$ cat config.mk
export PLATFORM = sky130hd
export DESIGN_NAME = mem_arbiter_flat
export DESIGN_NICKNAME = d
export VERILOG_FILES = /design/src/rtl/mem_arbiter_if.sv /design/src/rtl/mem_arbiter.sv /design/src/flat_wrapper.sv
export SDC_FILE = /design/constraint.sdc
export NUM_CORES = 1
export LEC_CHECK = 0
export BUFFER_PORTS_ARGS = -buffer_cell sky130_fd_sc_hd__buf_2
export CORE_ASPECT_RATIO = 1.1
export CORE_MARGIN = 10
export CORE_UTILIZATION = 34
export DETAILED_ROUTE_END_ITERATION = 10
export PLACE_DENSITY = 0.92
export SKIP_CTS_REPAIR_TIMING = 1
export SYNTH_ARGS = -nofsm -noshare
export SYNTH_HDL_FRONTEND = slang
export SYNTH_SLANG_ARGS = --single-unit
$ cat constraint.sdc
create_clock -name clk -period 6 [get_ports clk]
set_clock_uncertainty 0.2 [all_clocks]
set_input_delay 0.6 -clock clk [delete_from_list [all_inputs] [get_ports clk]]
set_output_delay 0.6 -clock clk [all_outputs]
set_load 0.02 [all_outputs]
$ cat src/rtl/mem_arbiter_if.sv
// Bus bundle between the two RAM requesters, the arbiter and the single-port RAM.
// The arbiter connects through the slave modport; requesters and RAM use master.
interface mem_arbiter_if #(
   parameter int unsigned ADDR_W = 9,
   parameter int unsigned DATA_W = 16
);
   logic [1:0]        p0_mem_cmd;
   logic [ADDR_W-1:0] p0_mem_addr;
   logic [DATA_W-1:0] p0_wdata;
   logic              p0_gnt;
   logic              p0_rvalid;
   logic [DATA_W-1:0] p0_rdata;

   logic [1:0]        p1_mem_cmd;
   logic [ADDR_W-1:0] p1_mem_addr;
   logic [DATA_W-1:0] p1_wdata;
   logic              p1_gnt;
   logic              p1_rvalid;
   logic [DATA_W-1:0] p1_rdata;

   logic [ADDR_W-1:0] ram_addr;
   logic              ram_write;
   logic [DATA_W-1:0] ram_din;
   logic [DATA_W-1:0] ram_dout;
   logic [1:0]        owner;

   modport master (
      output p0_mem_cmd, p0_mem_addr, p0_wdata,
      output p1_mem_cmd, p1_mem_addr, p1_wdata,
      output ram_dout,
      input  p0_gnt, p0_rvalid, p0_rdata,
      input  p1_gnt, p1_rvalid, p1_rdata,
      input  ram_addr, ram_write, ram_din, owner
   );

   modport slave (
      input  p0_mem_cmd, p0_mem_addr, p0_wdata,
      input  p1_mem_cmd, p1_mem_addr, p1_wdata,
      input  ram_dout,
      output p0_gnt, p0_rvalid, p0_rdata,
      output p1_gnt, p1_rvalid, p1_rdata,
      output ram_addr, ram_write, ram_din, owner
   );
endinterface

$ cat src/rtl/mem_arbiter.sv
// Two-port arbiter for the single-port program/data RAM: bounded-burst round-robin,
// or strict port-0 priority when MEM_ARB_CPU_PRIO_EN is defined.
module mem_arbiter #(
   parameter int unsigned ADDR_W    = 9,
   parameter int unsigned DATA_W    = 16,
   parameter int unsigned MAX_BURST = 4
) (
   input logic          clk,
   input logic          reset,
   mem_arbiter_if.slave bus
);
   localparam int unsigned CNT_W = $clog2(MAX_BURST + 1);
   localparam logic [CNT_W-1:0] BURST_MAX = CNT_W'(MAX_BURST);
   localparam logic [1:0] CMD_RD = 2'b10;
   localparam logic [1:0] CMD_WR = 2'b01;

   // Encodings double as the owner output value.
   typedef enum logic [1:0] {
      ST_IDLE = 2'b00,
      ST_OWN0 = 2'b01,
      ST_OWN1 = 2'b10
   } st_e;

   st_e               st_q, st_d;
   logic [CNT_W-1:0]  cnt_q, cnt_d, cnt_inc;
   logic              last_owner_q, last_owner_d;   // 1 = port 1
   logic              p0_rvalid_q, p1_rvalid_q;

   logic              req0, req1, win0, win1;
   logic              gnt0_c, gnt1_c;
   logic [ADDR_W-1:0] addr_c;
   logic [DATA_W-1:0] din_c;
   logic              wr_c;

   always_ff @(posedge clk) begin
      if (!reset) begin
         st_q         <= ST_IDLE;
         cnt_q        <= '0;
         last_owner_q <= 1'b1;
         p0_rvalid_q  <= 1'b0;
         p1_rvalid_q  <= 1'b0;
      end else begin
         st_q         <= st_d;
         cnt_q        <= cnt_d;
         last_owner_q <= last_owner_d;
         p0_rvalid_q  <= gnt0_c && (bus.p0_mem_cmd == CMD_RD);
         p1_rvalid_q  <= gnt1_c && (bus.p1_mem_cmd == CMD_RD);
      end
   end

   always_comb begin
      req0         = (bus.p0_mem_cmd == CMD_RD) || (bus.p0_mem_cmd == CMD_WR);
      req1         = (bus.p1_mem_cmd == CMD_RD) || (bus.p1_mem_cmd == CMD_WR);
      win0         = 1'b0;
      win1         = 1'b0;
      st_d         = ST_IDLE;
      cnt_d        = '0;
      last_owner_d = last_owner_q;
      cnt_inc      = (cnt_q == BURST_MAX) ? BURST_MAX : cnt_q + CNT_W'(1);
      addr_c       = '0;
      din_c        = '0;
      wr_c         = 1'b0;

      // Contention resolution; a lone requester always wins.
      if (req0 && req1) begin
`ifdef MEM_ARB_CPU_PRIO_EN
         win0 = 1'b1;
`else
         unique case (st_q)
            ST_OWN0: if (cnt_q < BURST_MAX) win0 = 1'b1; else win1 = 1'b1;
            ST_OWN1: if (cnt_q < BURST_MAX) win1 = 1'b1; else win0 = 1'b1;
            default: if (last_owner_q)      win0 = 1'b1; else win1 = 1'b1;
         endcase
`endif
      end else begin
         win0 = req0;
         win1 = req1;
      end

      if (win0) begin
         st_d         = ST_OWN0;
         last_owner_d = 1'b0;
         cnt_d        = (st_q == ST_OWN0) ? cnt_inc : CNT_W'(1);
         addr_c       = bus.p0_mem_addr;
         din_c        = bus.p0_wdata;
         wr_c         = (bus.p0_mem_cmd == CMD_WR);
      end else if (win1) begin
         st_d         = ST_OWN1;
         last_owner_d = 1'b1;
         cnt_d        = (st_q == ST_OWN1) ? cnt_inc : CNT_W'(1);
         addr_c       = bus.p1_mem_addr;
         din_c        = bus.p1_wdata;
         wr_c         = (bus.p1_mem_cmd == CMD_WR);
      end
`ifdef MEM_ARB_CPU_PRIO_EN
      cnt_d = '0;
`endif

      // Reset masks every side effect that reaches the RAM or a requester.
      gnt0_c = win0 && reset;
      gnt1_c = win1 && reset;
      wr_c   = wr_c && reset;
   end

   assign bus.p0_gnt    = gnt0_c;
   assign bus.p1_gnt    = gnt1_c;
   assign bus.ram_addr  = addr_c;
   assign bus.ram_din   = din_c;
   assign bus.ram_write = wr_c;
   assign bus.p0_rvalid = p0_rvalid_q;
   assign bus.p1_rvalid = p1_rvalid_q;
   assign bus.p0_rdata  = bus.ram_dout;
   assign bus.p1_rdata  = bus.ram_dout;
   assign bus.owner     = st_q;
endmodule

$ cat src/flat_wrapper.sv
// flat-port wrapper written by rule: the top's interface ports become plain ports
module mem_arbiter_flat 
#(
   parameter int unsigned ADDR_W    = 9,
   parameter int unsigned DATA_W    = 16,
   parameter int unsigned MAX_BURST = 4
)
  (clk, reset, bus_p0_mem_cmd, bus_p0_mem_addr, bus_p0_wdata, bus_p1_mem_cmd, bus_p1_mem_addr, bus_p1_wdata, bus_ram_dout, bus_p0_gnt, bus_p0_rvalid, bus_p0_rdata, bus_p1_gnt, bus_p1_rvalid, bus_p1_rdata, bus_ram_addr, bus_ram_write, bus_ram_din, bus_owner);
  mem_arbiter_if #(.ADDR_W(ADDR_W), .DATA_W(DATA_W)) bus_i ();
  input logic clk;
  input logic reset;
  input wire logic [$bits(bus_i.p0_mem_cmd)-1:0] bus_p0_mem_cmd;
  input wire logic [$bits(bus_i.p0_mem_addr)-1:0] bus_p0_mem_addr;
  input wire logic [$bits(bus_i.p0_wdata)-1:0] bus_p0_wdata;
  input wire logic [$bits(bus_i.p1_mem_cmd)-1:0] bus_p1_mem_cmd;
  input wire logic [$bits(bus_i.p1_mem_addr)-1:0] bus_p1_mem_addr;
  input wire logic [$bits(bus_i.p1_wdata)-1:0] bus_p1_wdata;
  input wire logic [$bits(bus_i.ram_dout)-1:0] bus_ram_dout;
  output wire logic [$bits(bus_i.p0_gnt)-1:0] bus_p0_gnt;
  output wire logic [$bits(bus_i.p0_rvalid)-1:0] bus_p0_rvalid;
  output wire logic [$bits(bus_i.p0_rdata)-1:0] bus_p0_rdata;
  output wire logic [$bits(bus_i.p1_gnt)-1:0] bus_p1_gnt;
  output wire logic [$bits(bus_i.p1_rvalid)-1:0] bus_p1_rvalid;
  output wire logic [$bits(bus_i.p1_rdata)-1:0] bus_p1_rdata;
  output wire logic [$bits(bus_i.ram_addr)-1:0] bus_ram_addr;
  output wire logic [$bits(bus_i.ram_write)-1:0] bus_ram_write;
  output wire logic [$bits(bus_i.ram_din)-1:0] bus_ram_din;
  output wire logic [$bits(bus_i.owner)-1:0] bus_owner;
  assign bus_i.p0_mem_cmd = bus_p0_mem_cmd;
  assign bus_i.p0_mem_addr = bus_p0_mem_addr;
  assign bus_i.p0_wdata = bus_p0_wdata;
  assign bus_i.p1_mem_cmd = bus_p1_mem_cmd;
  assign bus_i.p1_mem_addr = bus_p1_mem_addr;
  assign bus_i.p1_wdata = bus_p1_wdata;
  assign bus_i.ram_dout = bus_ram_dout;
  assign bus_p0_gnt = bus_i.p0_gnt;
  assign bus_p0_rvalid = bus_i.p0_rvalid;
  assign bus_p0_rdata = bus_i.p0_rdata;
  assign bus_p1_gnt = bus_i.p1_gnt;
  assign bus_p1_rvalid = bus_i.p1_rvalid;
  assign bus_p1_rdata = bus_i.p1_rdata;
  assign bus_ram_addr = bus_i.ram_addr;
  assign bus_ram_write = bus_i.ram_write;
  assign bus_ram_din = bus_i.ram_din;
  assign bus_owner = bus_i.owner;
  mem_arbiter #(.ADDR_W(ADDR_W), .DATA_W(DATA_W), .MAX_BURST(MAX_BURST)) u_core (.clk(clk), .reset(reset), .bus(bus_i));
endmodule
# After elaboration in Yosys (flattened, before gate mapping)
# Cells that the tools add are included.
dict set report totals {
  reg_bits 8
  in_bits 72
  out_inout_bits 64
  wordCells 49
}
dict set report classes {
  addsub 1
  order_cmp 1
  eq_ne 7
  mux 23
  n_bitwise 1
  reduce_logical 10
}
# op count
set op_table {}
lappend op_table {{2-to-1 mux 16 bit} 2}
lappend op_table {{2-to-1 mux 9 bit} 2}
lappend op_table {{2-to-1 mux 3 bit} 5}
lappend op_table {{2-to-1 mux 1 bit} 11}
lappend op_table {{equality test 2 x 1 -> 1 bit, second input constant} 3}
lappend op_table {{equality test 2 bit, second input constant} 3}
lappend op_table {{logical AND 1 bit} 6}
lappend op_table {{one-hot mux 1 bit (2 select lines)} 2}
lappend op_table {{adder 3 x 1 -> 3 bit, second input constant} 1}
lappend op_table {{equality test 3 bit, second input constant} 1}
lappend op_table {{< comparator 3 bit, second input constant} 1}
lappend op_table {{logical OR 1 bit} 2}
lappend op_table {{2-to-1 mux 2 bit} 1}
lappend op_table {{nonzero test 2 bit} 1}
lappend op_table {{OR reduction 2 bit} 1}
lappend op_table {{inverter 1 bit} 1}

# Longest topological paths before layout
dict set report logic_depth {
  depth_word 7
  depth_mapped 7
  mapped_depth_nobuf 6
}

# Worst setup path before layout
# Ideal clock, no wire load.
dict set report synth_path {
  path_type {input-to-output}
  start {in bus_p0_mem_cmd[0]}
  end {out bus_ram_write}
  t_arrival_ns 1.999
  required_time_ns 5.200
  setup_slack_ns 3.201
  cell_stages 6
  n_path_buf 0
  path_cell_list {inv_1 ha_1 nor2_1 a221oi_2 nor2b_1 a32o_1}
}
dict set report synth_via {
  elab_chain_cells 7
  elab_cells_between_ends 9
  classes_between {eq/ne: 2; mux: 4; reduce/logical: 3}
}
# item line
set synth_lines {}
lappend synth_lines {{start: declaration} flat_wrapper.sv:12} ;# input wire logic [$bits(bus_i.p0_mem_cmd)-1:0] bus_p0_mem_cmd;
lappend synth_lines {{equality test 2 bit or equality test 2 x 1 -> 1 bit (tied branches)} {mem_arbiter.sv:52, mem_arbiter.sv:86}}
lappend synth_lines {{logical OR 1 bit} mem_arbiter.sv:52} ;# req0 = (bus.p0_mem_cmd == CMD_RD) || (bus.p0_mem_cmd == CMD_WR);
lappend synth_lines {{logical AND 1 bit} mem_arbiter.sv:65} ;# if (req0 && req1) begin
lappend synth_lines {{2-to-1 mux 1 bit} mem_arbiter.sv:65}
lappend synth_lines {{2-to-1 mux 1 bit} mem_arbiter.sv:87} ;# end else if (win1) begin
lappend synth_lines {{2-to-1 mux 1 bit *} mem_arbiter.sv:80} ;# if (win0) begin
lappend synth_lines {{logical AND 1 bit *} mem_arbiter.sv:102} ;# wr_c = wr_c && reset;
lappend synth_lines {{end: declaration} flat_wrapper.sv:26} ;# output wire logic [$bits(bus_i.ram_write)-1:0] bus_ram_write;
# Mark *: on every way between the ends. The rest lies on a longest branch, timed or not.

# Final worst setup path
dict set report layout_path {
  start {reg u_core.st_q[0] (netlist: u_core.bus.owner[0])}
  end {out bus_ram_addr[1]}
}
dict set report layout_via {
  elab_chain_cells 5
  elab_cells_between_ends 8
  classes_between {eq/ne: 2; mux: 6}
}
# item line
set layout_lines {}
lappend layout_lines {{start: declaration} mem_arbiter.sv:24} ;# st_e st_q, st_d;
lappend layout_lines {{start signal: assignment} mem_arbiter.sv:43} ;# st_q <= st_d;
lappend layout_lines {{equality test 2 bit or equality test 2 x 1 -> 1 bit (tied branches)} mem_arbiter.sv:69} ;# unique case (st_q)
lappend layout_lines {{one-hot mux 1 bit (2 select lines)} mem_arbiter.sv:69}
lappend layout_lines {{2-to-1 mux 1 bit} mem_arbiter.sv:65}
lappend layout_lines {{2-to-1 mux 9 bit} mem_arbiter.sv:87}
lappend layout_lines {{2-to-1 mux 9 bit *} mem_arbiter.sv:80}
lappend layout_lines {{end: declaration} flat_wrapper.sv:25} ;# output wire logic [$bits(bus_i.ram_addr)-1:0] bus_ram_addr;
# Marks and branches as above.

==> results.md <==
- Run status: completed
- Register area: 160.2 sq um
- DRC viols: 0
- Filler instances: 320
- Max stage delay on crit path: 0.77 ns
- Max Transition Viols Final: 0
- Switching share of power: 45.67%
- Synth cell types: 26
- Diode count: 0
- Core Area: 2995 sq um
- CTS root buf: clkbuf_4
- Share of flip-flops with an asynchronous set or reset: 0%
- Synth warnings: 0
- Multi-input gate area: 586.8 sq um
- Fin Setup TNS: 0 ns
- Internal power: 152.4 uW
- Initial antenna violation count: 0
- CTS tree: done
- Cell Rows: 21
- P_leak: 0.7395 nW
- Clock sink total: 8
- Sw Pwr: 128.1 uW
- Clock Path Buffers: 2
- Post-DP HPWL: 3408 um
- Final Hold Viols: 0
- Ports: 136
- Startpoint Class: register
- Fmax: ~0.29 GHz
- Most common cell after layout, fill and taps aside: buf_2
- Reg clk slew, reported paths: around 0.050 ns
- Post-Syn Area: just over 1000 sq um
- Worst hold-check path type: register to register
- Worst Setup End Kind: output pin
- CP Data Arrival Time: 2.64 ns
- CTS buffer count: 3
- Yosys top cell area share: 24.55%
- Die W: 72.73 um
- Vias: about 1,100
- RSZ-0062 raised after global routing: false
- Syn-to-layout area delta: 23.95%
- Crit path time final: 3.445 ns
- PD cells: 217.7 nW/um^2
- Hold WS: around 0.34 ns
- First-pass GRT wire length: roughly 6000 um
- VDD IR max: 0.00009497 V
- Post-synthesis sequential area ratio: between 10% and 20%
- Synthesized flop and latch total: 8
- Max FO, Critical Path: 25
- Crit-path cells: inv_1 > ha_1 > nor2_1 > nand2_1 > o21bai_2 > a22o_1 > buf_2
- Pre-antenna DRT Iters: 4
- Layout cell share with drive strength beyond 1: 53.41%
- Worst Path Buf+Inv: 2
- Share of power burned in registers: 22.0%
- Critical Path RT: 5.20 ns
- Post-Synthesis Cells: 122
- Part of the power in the clock network: 15.0%
- Maxcap violations: 0
- Most frequent cells in the layout: buf_2, a22o_1, ha_1, inv_1, dfxtp_1
- Syn nets: 204
- Synth top area cells: buf_4, a22o_1, dfxtp_1, ha_1, inv_1
- Endpoints failing setup: 0
- Initial DRC count: 23
- Yosys top cell by area: buf_4
- Global-route usage over all layers: 13.12%
- Slew HR: between 30% and 40%
- Largest net degree at the start of global routing: 26
- Final wirelength: 3835 um
- Total global routing overflow: 0
- WL/cell: approximately 18 um
- Vias in the first global route: ~1,200
- Initial Util: 34.71%
- Syn_area_per_cell: roughly 8.5 sq um
- Nets: 260
- EDFF count, synth: 0
- Worst-margin pin slew: around 0.95 ns
- Final WS setup: 2.555 ns
- Die area: 5673 sq um
- Tcrit/Tclk final: between 50% and 60%
- Final ANT Viol Nets: 0
- GPL Wtd Cong: 0.7545
- Worst-Skew Late Latency: between 0.2 and 0.3 ns
- Worst slack at placement: around 2.5 ns
- H-tree Lvls: 1
- Synth Flop Type: dfxtp_1
- Vias per inst: just over 5
- Comb power frac: 63.1%
- CP Class: register to output pin
- Critical path's top delay family: compound AO/OA/AOI/OAI gates
- I/O Buffers: 87
- Slowest CP cell: o21bai_2
- Die span in y: 78 um
-- through the flow --
| stage | area (sq um) | power (mW) | instances | utilization, % |
|---|---|---|---|---|
| 2_1_floorplan | 1040 | 0.2083 | 122 | - |
| 3_3_place_gp | 1266 | 0.2386 | 207 | 42.27 |
| 3_5_place_dp | 1266 | 0.2424 | 207 | 42.27 |
| 4_1_cts | 1289 | 0.2848 | 210 | 43.02 |
| 5_1_grt | 1289 | 0.3019 | 210 | 43.02 |
| 6_report | 1289 | 0.2805 | 210 | 43.02 |
-- state kept, by name, summed over array words and instances, names as in the netlist --
signal,flops
u_core.bus.owner,2
u_core.bus.p0_rvalid,1
u_core.bus.p1_rvalid,1
u_core.cnt_q,3
u_core.last_owner_q,1
-- metal layers --
layer | vias up | global-route usage [%] | wire, um
li1 | 515 | - | -
met1 | 463 | 11.49 | 1271
met2 | 86 | 23.00 | 1959
met3 | 8 | 8.779 | 529
met4 | 0 | 4.943 | 74
met5 | - | 0 | 0
-- worst register-to-register path: stages, from the launching register on --
cell      delay, ns
dfxtp_1        0.38
inv_1          0.08
ha_1           0.36
nor3b_1        0.19
a211oi_4       0.53
buf_4          0.35
o21ai_1        0.11
-- cells in the mapped netlist, drive strengths merged, types with 2 or more instances --
cell type and instances:
mux2i 2, dfxtp 8, nand2 2, a22o 25
nand2b 2, inv 9, and2 4, a21oi 2
ha 10, nor2b 2, buf 37, o21ai 4
and4b 2, nor2 3
-- layout make-up --
| class | instances | area share, % |
|---|---|---|
| multi-input cells | 68 | 45.53 |
| repair buffers | 88 | 34.37 |
| flip-flops and latches | 8 | 12.43 |
| well taps | 34 | 3.301 |
| inverters | 9 | 2.621 |
| clock buffers | 3 | 1.748 |
-- kinds of logic (layout without fill, tap and decap cells) --
logic type / Yosys count / in the layout / synth area share (%)
AOI/OAI and AO/OA: 37 / 37 / 30.32
and+or+nand+nor: 19 / 19 / 11.07
muxes: 2 / 2 / 1.925
adders and majority gates: 10 / 10 / 12.03
buffers and inverters: 46 / 100 / 29.24
DFF: 8 / 8 / 15.40
-- power by group through the flow --
stage	Sequential [mW]	Clock, mW	Combinational (mW)
after floorplan	0.0642	0	0.144
after global placement	0.0625	0	0.176
after detailed placement	0.0629	0	0.180
after CTS	0.0617	0.0433	0.180
after global routing	0.0623	0.0467	0.193
final	0.0617	0.0420	0.177
-- worst paths after layout --
path                            depth (start not counted)                             start  slack, ns                                to
worst max-delay path                                    7    u_core.bus.owner[0]$_SDFF_PN0_       2.56                   bus_ram_addr[1]
worst min register to register                          2  u_core.last_owner_q$_SDFFE_PN1P_       0.34  u_core.last_owner_q$_SDFFE_PN1P_
worst min-delay path                                    2  u_core.last_owner_q$_SDFFE_PN1P_       0.34  u_core.last_owner_q$_SDFFE_PN1P_
worst max register to register                          6    u_core.bus.owner[0]$_SDFF_PN0_       3.68  u_core.last_owner_q$_SDFFE_PN1P_
(Power assumes the default switching activity.)
